**src/rtl/fir_coef_readback_uart_tx_if.sv**
```systemverilog
// fir_coef_readback_uart_tx_if: synchronous read port of the FIR coefficient bank
interface fir_coef_readback_uart_tx_if #(
    parameter int ADDR_W = 4,
    parameter int COEF_W = 12
);
    logic [ADDR_W-1:0] coef_addr;
    logic              coef_rd;
    logic [COEF_W-1:0] coef_data;

    modport master (output coef_addr, coef_rd, input coef_data);
    modport slave (input coef_addr, coef_rd, output coef_data);
endinterface

```
**src/rtl/fir_coef_readback_uart_tx.sv**
```systemverilog
// fir_coef_readback_uart_tx: dumps every coefficient tap as two sign-extended bytes over UART 8N1
module fir_coef_readback_uart_tx #(
    parameter int N_COEF   = 16,
    parameter int COEF_W   = 12,
    parameter int ADDR_W   = 4,
    parameter int BAUD_DIV = 868
) (
    input  logic clk_100MHz_i,
    input  logic rst_n_i,
    input  logic send_i,
    input  logic coef_lock_i,
    fir_coef_readback_uart_tx_if.master bank,
    output logic tx_o,
    output logic busy_o,
    output logic done_o
);
    localparam int CNT_W = $clog2(BAUD_DIV);

    typedef enum logic [2:0] {IDLE, RD, CAP, START, DATA, STOP} state_t;

    state_t            state, state_nx;
    logic              send_q;
    logic [CNT_W-1:0]  baud_cnt;
    logic [2:0]        bit_idx;
    logic              lo;
    logic [ADDR_W-1:0] tap;
    logic [15:0]       word;
    logic              accept, baud_end, last_tap, stop_end;

    assign accept   = send_i & ~send_q & ~coef_lock_i & (state == IDLE);
    assign baud_end = baud_cnt == CNT_W'(BAUD_DIV - 1);
    assign last_tap = tap == ADDR_W'(N_COEF - 1);
    assign stop_end = (state == STOP) & baud_end;
    assign bank.coef_addr = tap;

    // state register; reset drops straight to IDLE so tx_o returns high at once
    always_ff @(posedge clk_100MHz_i or negedge rst_n_i) begin
        if (!rst_n_i) state <= IDLE;
        else          state <= state_nx;
    end

    // next state and frame outputs; high byte goes first, low byte follows with no gap
    always_comb begin
        state_nx     = state;
        bank.coef_rd = state == RD;
        busy_o       = state != IDLE;
        tx_o         = state == START ? 1'b0 : state == DATA ? word[{~lo, bit_idx}] : 1'b1;
        case (state)
            IDLE:    if (accept) state_nx = RD;
            RD:      state_nx = CAP;
            CAP:     state_nx = START;
            START:   if (baud_end) state_nx = DATA;
            DATA:    if (baud_end && bit_idx == 3'd7) state_nx = STOP;
            STOP:    if (baud_end) state_nx = !lo ? START : last_tap ? IDLE : RD;
            default: state_nx = IDLE;
        endcase
    end

    // edge detect, baud/bit/tap counters, captured tap word and done pulse
    always_ff @(posedge clk_100MHz_i or negedge rst_n_i) begin
        if (!rst_n_i) begin
            send_q   <= 1'b0;
            baud_cnt <= '0;
            bit_idx  <= '0;
            lo       <= 1'b0;
            tap      <= '0;
            word     <= '0;
            done_o   <= 1'b0;
        end else begin
            send_q   <= send_i;
            done_o   <= stop_end & lo & last_tap;
            baud_cnt <= (state inside {START, DATA, STOP}) && !baud_end ? baud_cnt + 1'b1 : '0;
            if (state == DATA && baud_end) bit_idx <= bit_idx + 1'b1;
            if (state == CAP) begin
                lo   <= 1'b0;
                word <= 16'(signed'(bank.coef_data));
            end
            if (stop_end) lo <= ~lo;
            if (accept) tap <= '0;
            else if (stop_end && lo && !last_tap) tap <= tap + 1'b1;
        end
    end
endmodule
```
**src/flat_wrapper.sv**
```systemverilog
// flat-port wrapper written by rule: the top's interface ports become plain ports
module fir_coef_readback_uart_tx_flat 
#(
    parameter int N_COEF   = 16,
    parameter int COEF_W   = 12,
    parameter int ADDR_W   = 4,
    parameter int BAUD_DIV = 868
)
  (clk_100MHz_i, rst_n_i, send_i, coef_lock_i, tx_o, busy_o, done_o, bank_coef_addr, bank_coef_rd, bank_coef_data);
  fir_coef_readback_uart_tx_if #(.ADDR_W(ADDR_W), .COEF_W(COEF_W)) bank_i ();
  input  logic clk_100MHz_i;
  input  logic rst_n_i;
  input  logic send_i;
  input  logic coef_lock_i;
  output logic tx_o;
  output logic busy_o;
  output logic done_o;
  output wire logic [$bits(bank_i.coef_addr)-1:0] bank_coef_addr;
  output wire logic [$bits(bank_i.coef_rd)-1:0] bank_coef_rd;
  input wire logic [$bits(bank_i.coef_data)-1:0] bank_coef_data;
  assign bank_coef_addr = bank_i.coef_addr;
  assign bank_coef_rd = bank_i.coef_rd;
  assign bank_i.coef_data = bank_coef_data;
  fir_coef_readback_uart_tx #(.N_COEF(N_COEF), .COEF_W(COEF_W), .ADDR_W(ADDR_W), .BAUD_DIV(BAUD_DIV)) u_core (.clk_100MHz_i(clk_100MHz_i), .rst_n_i(rst_n_i), .send_i(send_i), .coef_lock_i(coef_lock_i), .bank(bank_i), .tx_o(tx_o), .busy_o(busy_o), .done_o(done_o));
endmodule
```
**config.mk**
```make
export PLATFORM = sky130hd
export DESIGN_NAME = fir_coef_readback_uart_tx_flat
export DESIGN_NICKNAME = d
export VERILOG_FILES = /design/src/rtl/fir_coef_readback_uart_tx_if.sv /design/src/rtl/fir_coef_readback_uart_tx.sv /design/src/flat_wrapper.sv
export SDC_FILE = /design/constraint.sdc
export NUM_CORES = 1
export LEC_CHECK = 0
export CAP_MARGIN = 15
export CORE_MARGIN = 2
export CORE_UTILIZATION = 56
export CTS_CLUSTER_SIZE = 14
export DETAILED_ROUTE_END_ITERATION = 12
export PLACE_DENSITY = 0.81
export SYNTH_ARGS = -nofsm -noshare
export SYNTH_HDL_FRONTEND = slang
export SYNTH_SLANG_ARGS = --single-unit
export TNS_END_PERCENT = 10
```
**constraint.sdc**
```tcl
create_clock -name clk_100MHz_i -period 4.3 [get_ports clk_100MHz_i]
set_clock_uncertainty 0.1 [all_clocks]
set_input_delay 0.43 -clock clk_100MHz_i [delete_from_list [all_inputs] [get_ports clk_100MHz_i]]
set_output_delay 0.43 -clock clk_100MHz_i [all_outputs]
set_load 0.02 [all_outputs]
```
* Word-level counts from Yosys, hierarchy flattened *
Cells that the tools add are included.

operators by class
  add/sub/neg operators = 3
  order comparisons = 1
  equality and inequality tests = 12
  multiplexer cells = 16
  bitwise gates (word level) = 9
  reduce and logical (&&, ||, !) cells = 13

operator list
  kind                                                                  count
  3-bit one-hot mux with 6 select lines                                 1
  3-bit 2-to-1 mux                                                      5
  10-bit by 1-bit adder with 10-bit output, second input constant       1
  10-bit == test, second input constant                                 1
  10-bit 2-to-1 mux                                                     1
  3-bit == test, second input constant                                  3
  4-bit 2-to-1 mux                                                      2
  1-bit AND                                                             6
  3-bit by 2-bit == test with 1-bit output, second input constant       2
  1-bit 2-to-1 mux                                                      6
  2-bit by 1-bit != test with 1-bit output, second input constant       3
  3-bit nonzero test                                                    2
  1-bit logical AND                                                     5
  4-bit by 5-bit < comparator with 1-bit output, second input constant  1
  4-bit by 1-bit adder with 4-bit output, second input constant         1
  1-bit binary-select mux with 4-bit select                             1
  4-bit == test, second input constant                                  1
  4-bit AND reduction                                                   1
  2-bit nonzero test                                                    2
  3-bit by 1-bit adder with 3-bit output, second input constant         1
  3-bit by 1-bit == test with 1-bit output, second input constant       1
  3-bit logical NOT                                                     1
  1-bit inverter                                                        3
  1-bit logical NOT                                                     2
  2-bit != test, second input constant                                  1

word-level totals
  flip-flop bits (word level) = 35
  bits of input ports = 16

* Depth between registers and ports, before layout *
  depth after elaboration = 6
  gate-level depth with buffers = 6
  depth with buffers taken out = 5

* Worst setup path before layout *
No wires, ideal clock.

  kind = register to register
  start point = register u_core.baud_cnt[0]
  end point = register u_core.bit_idx[1]
  library setup time = 125 ps
  data arrival time = 1940 ps
  required time = 4075 ps
  path slack = 2135 ps
  stages on the path, launching flop included = 6
  buffers on the path = 0
  clock period less this slack = 2165 ps
  cell sequence = dfrtp_1 -> ha_1 -> nand4b_1 -> or3_2 -> nor3_1 -> mux2_2

on the way
  cells in the longest elaborated chain, start to end = 2

ends and longest elaborated chain
  item                      RTL line                         text
  start: declaration        fir_coef_readback_uart_tx.sv:23  logic [CNT_W-1:0] baud_cnt;
  start signal: assignment  fir_coef_readback_uart_tx.sv:72  baud_cnt <= (state inside {START, DATA, STOP}) && !baud_end ? baud_cnt + 1'b1 : '0;
  10-bit == test            fir_coef_readback_uart_tx.sv:31  assign baud_end = baud_cnt == CNT_W'(BAUD_DIV - 1);
  1-bit logical AND         fir_coef_readback_uart_tx.sv:73  if (state == DATA && baud_end) bit_idx <= bit_idx + 1'b1;
  end signal: assignment    fir_coef_readback_uart_tx.sv:73
  end: declaration          fir_coef_readback_uart_tx.sv:24  logic [2:0] bit_idx;

No other way between the ends.
A chain may end at the register's enable or synchronous reset.

* Final worst setup path *
  start point = register u_core.state[1]
  end point = output tx_o

on the way
  cells in the longest elaborated chain, start to end = 3
  elaborated cells on any way between the ends = 4

ends and longest elaborated chain
  item                      RTL line                         text
  start: declaration        fir_coef_readback_uart_tx.sv:21  state_t state, state_nx;
  start signal: assignment  fir_coef_readback_uart_tx.sv:39  else state <= state_nx;
  3-bit == test             fir_coef_readback_uart_tx.sv:47  tx_o = state == START ? 1'b0 : state == DATA ? word[{~lo, bit_idx}] : 1'b1;
  1-bit 2-to-1 mux          fir_coef_readback_uart_tx.sv:47
  1-bit 2-to-1 mux (*)      fir_coef_readback_uart_tx.sv:47
  end: declaration          flat_wrapper.sv:15               output logic tx_o;

Mark *: on every way between the ends. The rest lies on a longest branch, timed or not.

==> flow_summary.yaml <==
drt:
  drcViolationCount: 0
  viasPerCell: 5.97
  wire_per_inst_um: 15.4
  drt-total-wl_um: 3330
  dr.pass1.iters: 6
  drt_iter0_markers: 55
  ant_nets: 0
  vias: 1290
cts:
  clock_sinks: 35
  cts-root-buf: "clkbuf_4"
  post_cts_buffers: 0
  numCtsBuffers: 5
  cts_resized: 0
  ctsLongestPathBuffers: 2
  cts_hold_buf: 0
  path_clk_slew_ns: 0.11
  cts_tree: "yes"
  cts_htree_levels: 2
  clock_latency_ns: 0.35
place:
  place_area_mm2: 0.00198
  place_inst: 208
  routabilityCongestion: 0.809
  hpwl_um: 2440
  portBuffers: 23
sta:
  fin_crit_sh_pct: 63.5
  tns_ns: 0
  worstMarginPinSlew_ns: 0.948
  max_freq_mhz: 366
  hold_viol_final: 0
  drv_slew: 0
  fin_crit_ns: 2.73
  slew-limit-headroom_pct: 36.6
  setup_viol: 0
  rsz0062_at_grt: "false"
worst_setup_path:
  slowest_delay_ns: 0.62
  cp_max_fo: 11
  worstPathArrival_ns: 2.20
  cp.required_ns: 3.77
  critPathCaptureType: "primary output"
  worstPathCellList: "nand2b_1 -> nor2_1 -> a32o_1 -> a31oi_1 -> clkdlybuf4s50_1"
  reg2reg_depth: 5
  slowest_stage: "clkdlybuf4s50_1"
  critical_path_class: "reg -> out"
  startpoint_type: "flop"
synthesis:
  synth.mux.area_fraction_pct: 14.2
  netlist.area_leader.share_pct: 50.6
  synth_fa_ha_area_share_pct: 2.89
  synth_compound_area_share_pct: 6.94
  synth_top_cell_by_area: "dfrtp_1"
  syn-cell-area_mm2: 0.00173
  syn_area_per_cell_um2: 11.1
  syn-num-nets: 176
  synth_warnings: 0
  synth.distinct_cells: 34
  synth_top_family_by_area: "simple AND/OR/NAND/NOR gates"
  synthSimpleGateAreaFrac_pct: 18.4
  synthCells: 156
  ys_seq_area_share_pct: 50.6
  synthXorXnorAreaFrac_pct: 4.56
  synth_seq_cells: 35
  synth_top_cells_by_area: "dfrtp_1 (51%), mux2_2 (9.1%), nor2_1 (3.9%)"
final_layout:
  final_util_pct: 68.3
  drive_above_1_share_pct: 16.9
  syn_to_final_growth_pct: 18.6
  final_area_mm2: 0.00205
  fill_cells: 236
  fin_nets: 202
  fin_cells: 216
  diodes: 0
floorplanning:
  fp.dieH_um: 59.6
  die_w_um: 59.6
  rows: 20
  start_util_pct: 57.6
  die_area_mm2: 0.00355
  core_area_mm2: 0.00300
  num_io_pins: 24
pwr:
  vdd_drop_max_v: 0.000283
  total_power_w: 0.000970
  powerDensity_mw_per_mm2: 473
  leakagePower_nw: 0.848
status:
  status: "completed"
global_routing:
  grt_pass1_wl_um: 5820
  grt_max_degree: 36
  overflow: 0
  grtUsageTotal_pct: 22.7
  grt_pass1_vias: 1308
  antenna_found_initial: 0
run:
  cap_violations: 0
min_path:
  hold_path_class: "in -> async"
Yosys cell counts, drive strengths merged:
library cell	instances
and4b	1
nand4b	2
and2	1
inv	4
or3	3
o21ai	5
dfrtp	35
o31ai	1
mux2	14
mux2i	2
and3	1
xnor2	6
a31o	1
nand2	7
buf	1
nor2b	2
a21oi	8
clkbuf	4
a32o	1
nor3	7
xor2	3
a31oi	2
mux4	3
or4	2
ha	4
nor4	2
a211oi	1
nand2b	5
nor2	18
a2111oi	1
nand4	2
nand3	7
area by class of cell:
| class | instances | area (um^2) | area share [%] |
|---|---|---|---|
| timing repair buffer | 24 | 238 | 11.6 |
| inverter | 4 | 15.0 | 0.732 |
| tap | 33 | 41.3 | 2.01 |
| clock buffer | 8 | 68.8 | 3.35 |
| multi-input combinational | 112 | 813 | 39.6 |
| sequential | 35 | 876 | 42.7 |
metrics by stage:
stage	hold WS (ns)	setup slack (ns)
2_1_floorplan	0.0344	2.14
3_5_place_dp	0.392	1.84
6_report	0.375	1.57
4_1_cts	0.384	1.55
5_1_grt	0.428	1.47
3_3_place_gp	0.368	1.99
routing by layer:
metal | wire, um | vias up | GRT usage, %
li1 | - | 616 | -
met1 | 1330 | 628 | 25.8
met2 | 1740 | 38 | 38.6
met3 | 186 | 8 | 6.77
met4 | 76 | 0 | 11.4
met5 | 0 | - | 0
cells by family after synthesis:
| family | after synthesis |
|---|---|
| simple gates | 60 |
| flops | 35 |
| compound gates | 20 |
| mux | 19 |
| xor+xnor | 9 |
| buf+inv | 9 |
| fa+ha+maj | 4 |
flip-flops by register name (all words and copies together), names as in the netlist:
signal and cells:
u_core.word 12, u_core.baud_cnt 10, u_core.bank.coef_addr 4, u_core.bit_idx 3, u_core.state 3, u_core.done_o 1
u_core.lo 1, u_core.send_q 1
worst paths after layout:
path	start	to	slack (ns)
min	rst_n_i	u_core.done_o$_DFF_PN0_	0.38
max reg2reg	u_core.baud_cnt[0]$_DFF_PN0_	u_core.bit_idx[2]$_DFFE_PN0P_	1.84
max	u_core.state[1]$_DFFE_PN0P_	tx_o	1.57
max in group asynchronous	rst_n_i	u_core.baud_cnt[1]$_DFF_PN0_	3.41
min reg2reg	u_core.baud_cnt[0]$_DFF_PN0_	u_core.baud_cnt[0]$_DFF_PN0_	0.41
min in group clk_100MHz_i	u_core.baud_cnt[0]$_DFF_PN0_	u_core.baud_cnt[0]$_DFF_PN0_	0.41
where the power goes:
| group | internal (W) | switching [W] |
|---|---|---|
| clock | 0.0000962 | 0.000109 |
| combinational | 0.000153 | 0.000114 |
| sequential | 0.000421 | 0.0000768 |
| total | 0.000670 | 0.000300 |
placed cells by master (no fill, tap or decap), types with 5 or more instances in the layout:
cell,count
nand2_1,7
xnor2_1,6
dfrtp_1,35
clkdlybuf4s50_1,23
nor3_1,7
mux2_2,14
nand3_1,7
a21oi_1,8
clkbuf_4,5
o21ai_0,5
nor2_1,18
nand2b_1,5
critical path: cells and delay by family (launching register included):
family                 cells  cell delay [ns]
buffers and inverters      1             0.62
DFF                        1             0.53
AOI/OAI and AO/OA          2             0.40
and+or+nand+nor            2             0.30
(Power assumes the default switching activity.)
